--- config.mk ---
export PLATFORM = sky130hd
export DESIGN_NAME = window_scan_ctrl
export DESIGN_NICKNAME = d
export VERILOG_FILES = /design/src/rtl/scan_pkg.sv /design/src/rtl/scan_delay.sv /design/src/rtl/window_scan_ctrl.sv
export SDC_FILE = /design/constraint.sdc
export NUM_CORES = 1
export LEC_CHECK = 0
export ABC_AREA = 1
export CORE_MARGIN = 8
export CORE_UTILIZATION = 50
export DETAILED_ROUTE_END_ITERATION = 8
export PLACE_DENSITY = 0.76
export RECOVER_POWER = 100
export SYNTH_ARGS = -nofsm -noshare
export SYNTH_HDL_FRONTEND = slang
export SYNTH_HIERARCHICAL = 1
export SYNTH_SLANG_ARGS = --single-unit
--- constraint.sdc ---
create_clock -name clk -period 3.5 [get_ports clk]
set_input_delay 0.35 -clock clk [delete_from_list [all_inputs] [get_ports clk]]
set_output_delay 0.35 -clock clk [all_outputs]
set_load 0.02 [all_outputs]
--- src/rtl/scan_pkg.sv ---
// Shared widths and FSM state encoding for the frame-scan sequencer
// and its delay-line helper.
package scan_pkg;

  localparam int PIX_W   = 8;
  localparam int COORD_W = 10;

  typedef logic [1:0] state_t;

  localparam state_t ST_IDLE = 2'd0;
  localparam state_t ST_LINE = 2'd1;
  localparam state_t ST_HBLK = 2'd2;
  localparam state_t ST_DONE = 2'd3;

endpackage

--- src/rtl/scan_delay.sv ---
// Fixed-depth shift register (DEPTH >= 1 cycles, no stall input); used to
// align {de,row,col} with line-buffer tap latency.
module scan_delay #(
  parameter int DEPTH = 2,
  parameter int WIDTH = 21
) (
  input  logic             clk,
  input  logic             reset,
  input  logic [WIDTH-1:0] din_i,
  output logic [WIDTH-1:0] dout_o
);

  logic [WIDTH-1:0] pipe_q [DEPTH];

  always_ff @(posedge clk or posedge reset) begin
    if (reset) begin
      for (int i = 0; i < DEPTH; i++) pipe_q[i] <= '0;
    end else begin
      pipe_q[0] <= din_i;
      for (int i = 1; i < DEPTH; i++) pipe_q[i] <= pipe_q[i-1];
    end
  end

  assign dout_o = pipe_q[DEPTH-1];

endmodule

--- src/rtl/window_scan_ctrl.sv ---
// Frame-scan sequencer: reads a stored image raster-order and streams it to the
// line buffer (1-cycle issue-to-stream, WIN_LAT more to window strobe); no backpressure.
module window_scan_ctrl
  import scan_pkg::*;
#(
  parameter int IMG_W       = 64,
  parameter int IMG_H       = 64,
  parameter int ADDR_W      = 12,
  parameter int HBLANK      = 2,
  parameter int FLUSH_LINES = 1,
  parameter int WIN_LAT     = 2
) (
  input  logic               clk,
  input  logic               reset,
  input  logic               start,
  output logic               busy,
  output logic               done,
  output logic               mem_rd,
  output logic [ADDR_W-1:0]  mem_addr,
  input  logic [PIX_W-1:0]   mem_data,
  output logic [PIX_W-1:0]   pix_out,
  output logic               pix_de,
  output logic               pix_hs,
  output logic               win_valid,
  output logic [COORD_W-1:0] win_row,
  output logic [COORD_W-1:0] win_col
);

  localparam int ROW_W      = COORD_W + 1;
  localparam int TOTAL_ROWS = IMG_H + FLUSH_LINES;
  localparam int LAST_ADDR  = IMG_W * IMG_H - 1;
  localparam int BLK_W      = (HBLANK > 1) ? $clog2(HBLANK) : 1;
  localparam int DLY_W      = 1 + ROW_W + COORD_W;

  state_t             state_q, state_d;
  logic [ROW_W-1:0]   row_q, row_d;
  logic [COORD_W-1:0] col_q, col_d;
  logic [BLK_W-1:0]   blk_q, blk_d;
  logic [ADDR_W-1:0]  addr_q, addr_d;

  logic               de_q, img_q;
  logic [ROW_W-1:0]   srow_q;
  logic [COORD_W-1:0] scol_q;

  logic               img_row, line_end, blk_end;
  logic [ROW_W-1:0]   row_inc;

  assign img_row  = (row_q < ROW_W'(IMG_H));
  assign line_end = (col_q == COORD_W'(IMG_W - 1));
  assign blk_end  = (blk_q == BLK_W'(HBLANK - 1));
  assign row_inc  = row_q + 1'b1;

  always_comb begin
    state_d = state_q;
    row_d   = row_q;
    col_d   = col_q;
    blk_d   = blk_q;
    addr_d  = addr_q;
    case (state_q)
      ST_IDLE: begin
        if (start) begin
          state_d = ST_LINE;
          row_d   = '0;
          col_d   = '0;
          addr_d  = '0;
        end
      end
      ST_LINE: begin
        // Address is contiguous across rows; it parks on the last pixel so it never wraps.
        if (img_row && (addr_q != ADDR_W'(LAST_ADDR))) addr_d = addr_q + 1'b1;
        if (line_end) begin
          col_d   = '0;
          blk_d   = '0;
          state_d = ST_HBLK;
        end else begin
          col_d = col_q + 1'b1;
        end
      end
      ST_HBLK: begin
        if (blk_end) begin
          row_d   = row_inc;
          state_d = (row_inc < ROW_W'(TOTAL_ROWS)) ? ST_LINE : ST_DONE;
        end else begin
          blk_d = blk_q + 1'b1;
        end
      end
      ST_DONE: begin
        state_d = ST_IDLE;
        addr_d  = '0;
      end
      default: state_d = ST_IDLE;
    endcase
  end

  always_ff @(posedge clk or posedge reset) begin
    if (reset) begin
      state_q <= ST_IDLE;
      row_q   <= '0;
      col_q   <= '0;
      blk_q   <= '0;
      addr_q  <= '0;
      de_q    <= 1'b0;
      img_q   <= 1'b0;
      srow_q  <= '0;
      scol_q  <= '0;
    end else begin
      state_q <= state_d;
      row_q   <= row_d;
      col_q   <= col_d;
      blk_q   <= blk_d;
      addr_q  <= addr_d;
      de_q    <= (state_q == ST_LINE);
      img_q   <= img_row;
      srow_q  <= row_q;
      scol_q  <= col_q;
    end
  end

  assign busy     = (state_q != ST_IDLE);
  assign done     = (state_q == ST_DONE);
  assign mem_rd   = (state_q == ST_LINE) && img_row;
  assign mem_addr = addr_q;

  // Read data lands one cycle after issue, so the stream stage takes it directly.
  assign pix_out = (de_q && img_q) ? mem_data : '0;
  assign pix_de  = de_q;
  assign pix_hs  = de_q;

  logic [DLY_W-1:0]   win_dly;
  logic               dly_de;
  logic [ROW_W-1:0]   dly_row;
  logic [COORD_W-1:0] dly_col;

  scan_delay #(
    .DEPTH (WIN_LAT),
    .WIDTH (DLY_W)
  ) u_win_dly (
    .clk    (clk),
    .reset  (reset),
    .din_i  ({de_q, srow_q, scol_q}),
    .dout_o (win_dly)
  );

  assign dly_de  = win_dly[DLY_W-1];
  assign dly_row = win_dly[COORD_W +: ROW_W];
  assign dly_col = win_dly[COORD_W-1:0];

  // Window centre sits one row behind the row being shifted in.
  assign win_valid = dly_de && (dly_row != '0);
  assign win_row   = win_valid ? COORD_W'(dly_row - 1'b1) : '0;
  assign win_col   = win_valid ? dly_col : '0;

  a_addr_map: assert property (@(posedge clk) disable iff (reset)
    mem_rd |-> (32'(mem_addr) == 32'(row_q) * IMG_W + 32'(col_q)));

endmodule

# Word level (Yosys, flattened, before mapping)
# Index checks and enable logic that the tools add are counted.
# totals
ff_bits	103
latch_bits	0
ramBits	0
rom_bits	0
inputBits	11
out_inout_bits	46
elab_cells	63
n_memories	0
# op_classes
n_addsub	5
n_mul	0
div	0
n_lt_le_gt_ge	2
n_eq_ne	9
shifts	0
mux	20
bitwise_logic	0
n_reduce_logical	16
# ops
cell	n
10-bit two-way mux	4
12-bit case mux with 3 select lines	1
12-bit two-way mux	2
11-bit by 7-bit < comparator with 1-bit output, second input constant	2
11-bit two-way mux	2
11-bit case mux with 2 select lines	1
10-bit case mux with 2 select lines	1
12-bit by 1-bit adder with 12-bit output, second input constant	1
12-bit != test, second input constant	1
11-bit by 1-bit adder with 11-bit output, second input constant	1
11-bit nonzero test	1
10-bit by 1-bit adder with 10-bit output, second input constant	1
10-bit by 6-bit == test with 1-bit output, second input constant	1
10-bit by 1-bit subtractor with 10-bit output, second input constant	1
3-bit AND reduction	3
2-bit two-way mux	4
8-bit two-way mux	1
2-bit != test, second input constant	4
2-bit case mux with 4 select lines	1
2-bit nonzero test	4
2-bit == test, second input constant	2
1-bit logical AND	4
2-bit AND reduction	2
3-bit nonzero test	1
other kinds (5)	6

# Logic depth before layout (Yosys ltp)
# depth
ltp_word	5
ltp_mapped	11
depth_no_buf	11

# Cells and area by module
# The synthesis kept the hierarchy.
# by_module_without_submodules
mod	n_inst	cells_per_inst	area_each_um2	seq_area_each_um2
window_scan_ctrl	1	395	3090.5	1476.4
scan_delay	1	67	1270.0	1101.1

# Least setup slack after synthesis
# OpenSTA, ideal clock, no wires.
# synth_path
path_type	flip-flop to output port
startpoint	reg u_win_dly.pipe_q, in the netlist u_win_dly/dout_o[10]
endpoint	out win_row[5]
t_arrival_ns	1.520
required_ns	3.150
slack_ns	1.630
path_stages_with_launch	12
path_buffers	2
path_cell_list	dfrtp_1 -> buf_4 -> inv_1 -> ha_1 -> nand2_1 -> nor2_1 -> nand2_1 -> nor2_1 -> nand2_1 -> nand2_1 -> buf_2 -> a21oi_1
# synth_between
elab_chain_len	3
word_cells_on_any_way	4
classes_between	1 x add/sub; 1 x mux; 2 x reduce/logical
# synth_lines
element	line	text
start: declaration	scan_delay.sv:13	logic [WIDTH-1:0] pipe_q [DEPTH];
branches (longest 2 deep; another with 10-bit by 1-bit subtractor with 10-bit output)	-	
10-bit two-way mux *	window_scan_ctrl.sv:150	assign win_row = win_valid ? COORD_W'(dly_row - 1'b1) : '0;
end: declaration	window_scan_ctrl.sv:25	output logic [COORD_W-1:0] win_row,
# Mark *: on every way between the ends.

# Worst setup path after layout
# layout_path
startpoint	reg u_win_dly.pipe_q, in the netlist u_win_dly/dout_o[10]
endpoint	out win_row[9]
# The elaborated chain is that of the path after synthesis.

==> results.json <==
{
  "synth_commonest_cells": "103 x dfrtp_1, 84 x nand2_1, 75 x nor2_1",
  "drc": 0,
  "worstSetupPathType": "register to output port",
  "max_stage_delay_ps": 670,
  "num_rows": 34,
  "viasPerCell": 4.87,
  "synth_nets": 477,
  "p_leak_nw": 2.45,
  "synth_edf_count": 0,
  "synth.most_common_cell": "dfrtp_1",
  "h-tree-depth": 3,
  "drt_wl_total_mm": 7.71,
  "first_pass_iters": 4,
  "r2r-end": "mem_addr[6]",
  "setup_viol": 0,
  "cts_setup_buffers": 0,
  "fin_crit_sh_pct": 88.3,
  "rsz0062_at_grt": "no",
  "synth_seq_area_share_pct": 59.1,
  "cp_common_cell": "nand2_1",
  "yosysUniqueCellTypes": 31,
  "cp_max_fo": 21,
  "drtIter0Drc": 162,
  "crit_path_top_delay_cell": "dlygate4sd3_1",
  "cts_buffers": 9,
  "cap_violations": 0,
  "placeableCoreArea_mm2": 0.00859,
  "status": "finished clean",
  "tns_ps": 0,
  "dp_slack_ps": 868,
  "die_x_um": 109,
  "finalCriticalPeriod_ps": 3090,
  "antenna_cells": 0,
  "critPathRequiredTime_ps": 3150,
  "grt_pass1_vias": 2880,
  "grt_overflow": 0,
  "async_reset_ff_share_pct": 100,
  "worstHoldStart": "srow_q[4]",
  "antenna_found_initial": 0,
  "ir_drop_uv": 211,
  "syn-cell-area_mm2": 0.00436,
  "relSlewSlack_pct": 5.67,
  "drv_slew": 0,
  "hpwlAfterDp_mm": 5.66,
  "fmax_mhz": 324,
  "clock_sinks": 103,
  "cts.root.buffer_cell": "clkbuf_8",
  "worstHoldPathType": "register to register",
  "hold_depth": 0,
  "synth-main-ff-cell": "dfrtp_1",
  "num_io_pins": 57,
  "synth-seq-cells": 103,
  "yosys_warnings": 6,
  "fillers": 736,
  "critPathCaptureType": "output port",
  "grt_pass1_wl_mm": 12.6,
  "grt_max_degree": 60,
  "syn-instance-count": 462,
  "synth_top_cell_by_area": "dfrtp_1",
  "drive_gt1_share_pct": 5.50,
  "avgSynthCellArea_um2": 9.44,
  "critPathLaunchType": "register",
  "yosysTopAreaCellShare_pct": 59.1,
  "cellPowerDensity_mw_per_mm2": 382,
  "clock-skew-final_ps": 9.14,
  "vias": 3005,
  "placed_area_mm2": 0.00487,
  "clk_pin_slew_ps": 90,
  "grt_usage_pct": 13.1,
  "area.sequential_mm2": 0.00258,
  "final_nets": 519,
  "ant_nets": 0,
  "cts_hold_buf": 0,
  "die_h_um": 109,
  "final_cells": 617,
  "rr_worst_depth": 6,
  "cts_buffer_depth": 2,
  "syn_to_final_growth_pct": 15.0,
  "critPathLaunch": "u_win_dly/dout_o[10]",
  "gp_congestion": 0.833,
  "die_area_mm2": 0.0120,
  "cts-resized-gates": 0,
  "wl_per_cell_um": 12.5,
  "multi_input_area_mm2": 0.00130,
  "r2r_slack_ps": 1070,
  "hold_viol_final": 0,
  "ys_top_cells_by_area": "dfrtp_1 59%, nand2_1 7.2%, nor2_1 6.5%, inv_1 5.2%, buf_4 4.0%",
  "critical_path_arrival_ps": 2740,
  "dpl.cell_count": 601,
  "hold-path-endpoint": "u_win_dly/pipe_q[36]",
  "port_buffers": 56,
  "holdWs_ps": 352,
  "finalInstanceArea_mm2": 0.00501,
  "cts_tree": "yes",
  "initial_core_util_pct": 50.7,
  "crit_path_cell_trace": "inv_1 -> ha_1 -> nand2_1 -> nor2_1 -> nand2_1 -> nor2_1 -> nand2_1 -> nand2_1 -> nor2_1 -> dlygate4sd3_1",
  "tightest_slew_ps": 1410,
  "worstSkewPairLatency_ps": 360,
  "reg2reg_from": "state_q[0]",
  "setup_ws_ps": 410
}
==> worst max-delay path, delay by kind of cell (launching register included) <==
kind / cells / cell delay (ps)
buffers and inverters: 2 / 750
DFF: 1 / 390
and+or+nand+nor: 7 / 1100
adders and majority gates: 1 / 160
==> layout make-up <==
type | instances | area share, %
timing repair buffer | 58 | 11.4
inverter | 65 | 4.87
sequential | 103 | 51.4
tap | 108 | 2.69
clock inverter | 6 | 1.02
clock buffer | 10 | 2.74
multi-input combinational | 267 | 25.9
==> through the flow <==
stage | util (%) | power, mW
after global routing | 58.4 | 1.99
after CTS | 58.9 | 1.94
final | 58.4 | 1.91
after floorplan | - | 1.23
after global placement | 56.7 | 1.25
after detailed placement | 56.7 | 1.25
==> cell families (layout without fill, tap and decap cells) <==
logic type,after synthesis,in the layout,share of synthesized area [%]
AOI/OAI and AO/OA,39,39,5.62
xor gates and xnor gates,18,18,3.62
adders and majority gates,4,4,1.15
buffers and inverters,92,139,10.2
DFF,103,103,59.1
and+or+nand+nor,206,206,20.3
==> registers in the layout, summed over array words and instances, names as in the netlist, 2 cells and up <==
name              count
col_q                10
scol_q               10
u_win_dly/pipe_q     22
u_win_dly/dout_o     22
row_q                11
mem_addr             12
state_q               2
srow_q               11
==> how the worst max path moves through the flow <==
stage / to
6_report: win_row[9]
5_1_grt: win_row[9]
4_1_cts: win_row[9]
3_5_place_dp: win_row[9]
3_3_place_gp: win_row[7]
2_1_floorplan: win_row[5]
==> placed cells by master, fill, tap and decap left out, types with 2 or more instances in the layout <==
cell / n
dfrtp_1: 103
nand4_1: 5
inv_1: 62
o21ai_0: 16
xor2_1: 16
inv_2: 2
a21oi_1: 6
xnor2_1: 2
dlygate4sd3_1: 47
clkbuf_8: 10
clkinv_4: 3
clkdlybuf4s50_1: 9
nand3_1: 24
o22ai_1: 10
o21ai_2: 2
nor3_1: 7
nor2_1: 77
nand2_1: 86
ha_1: 4
==> layer usage <==
layer	GRT usage (%)	share of wire (%)	wire length, um	up-vias
li1	-	-	-	1494
met3	3.93	6.7	518	7
met4	4.44	1.3	98	0
met1	16.0	44	3430	1425
met5	0	0	0	-
met2	21.8	48	3670	79
==> power by group <==
group | switching [mW] | total (mW) | internal [mW]
registers | 0 | 1.19 | 1.19
logic | 0.0252 | 0.0361 | 0.0109
clock network | 0.401 | 0.689 | 0.288
(Power assumes the default switching activity.)
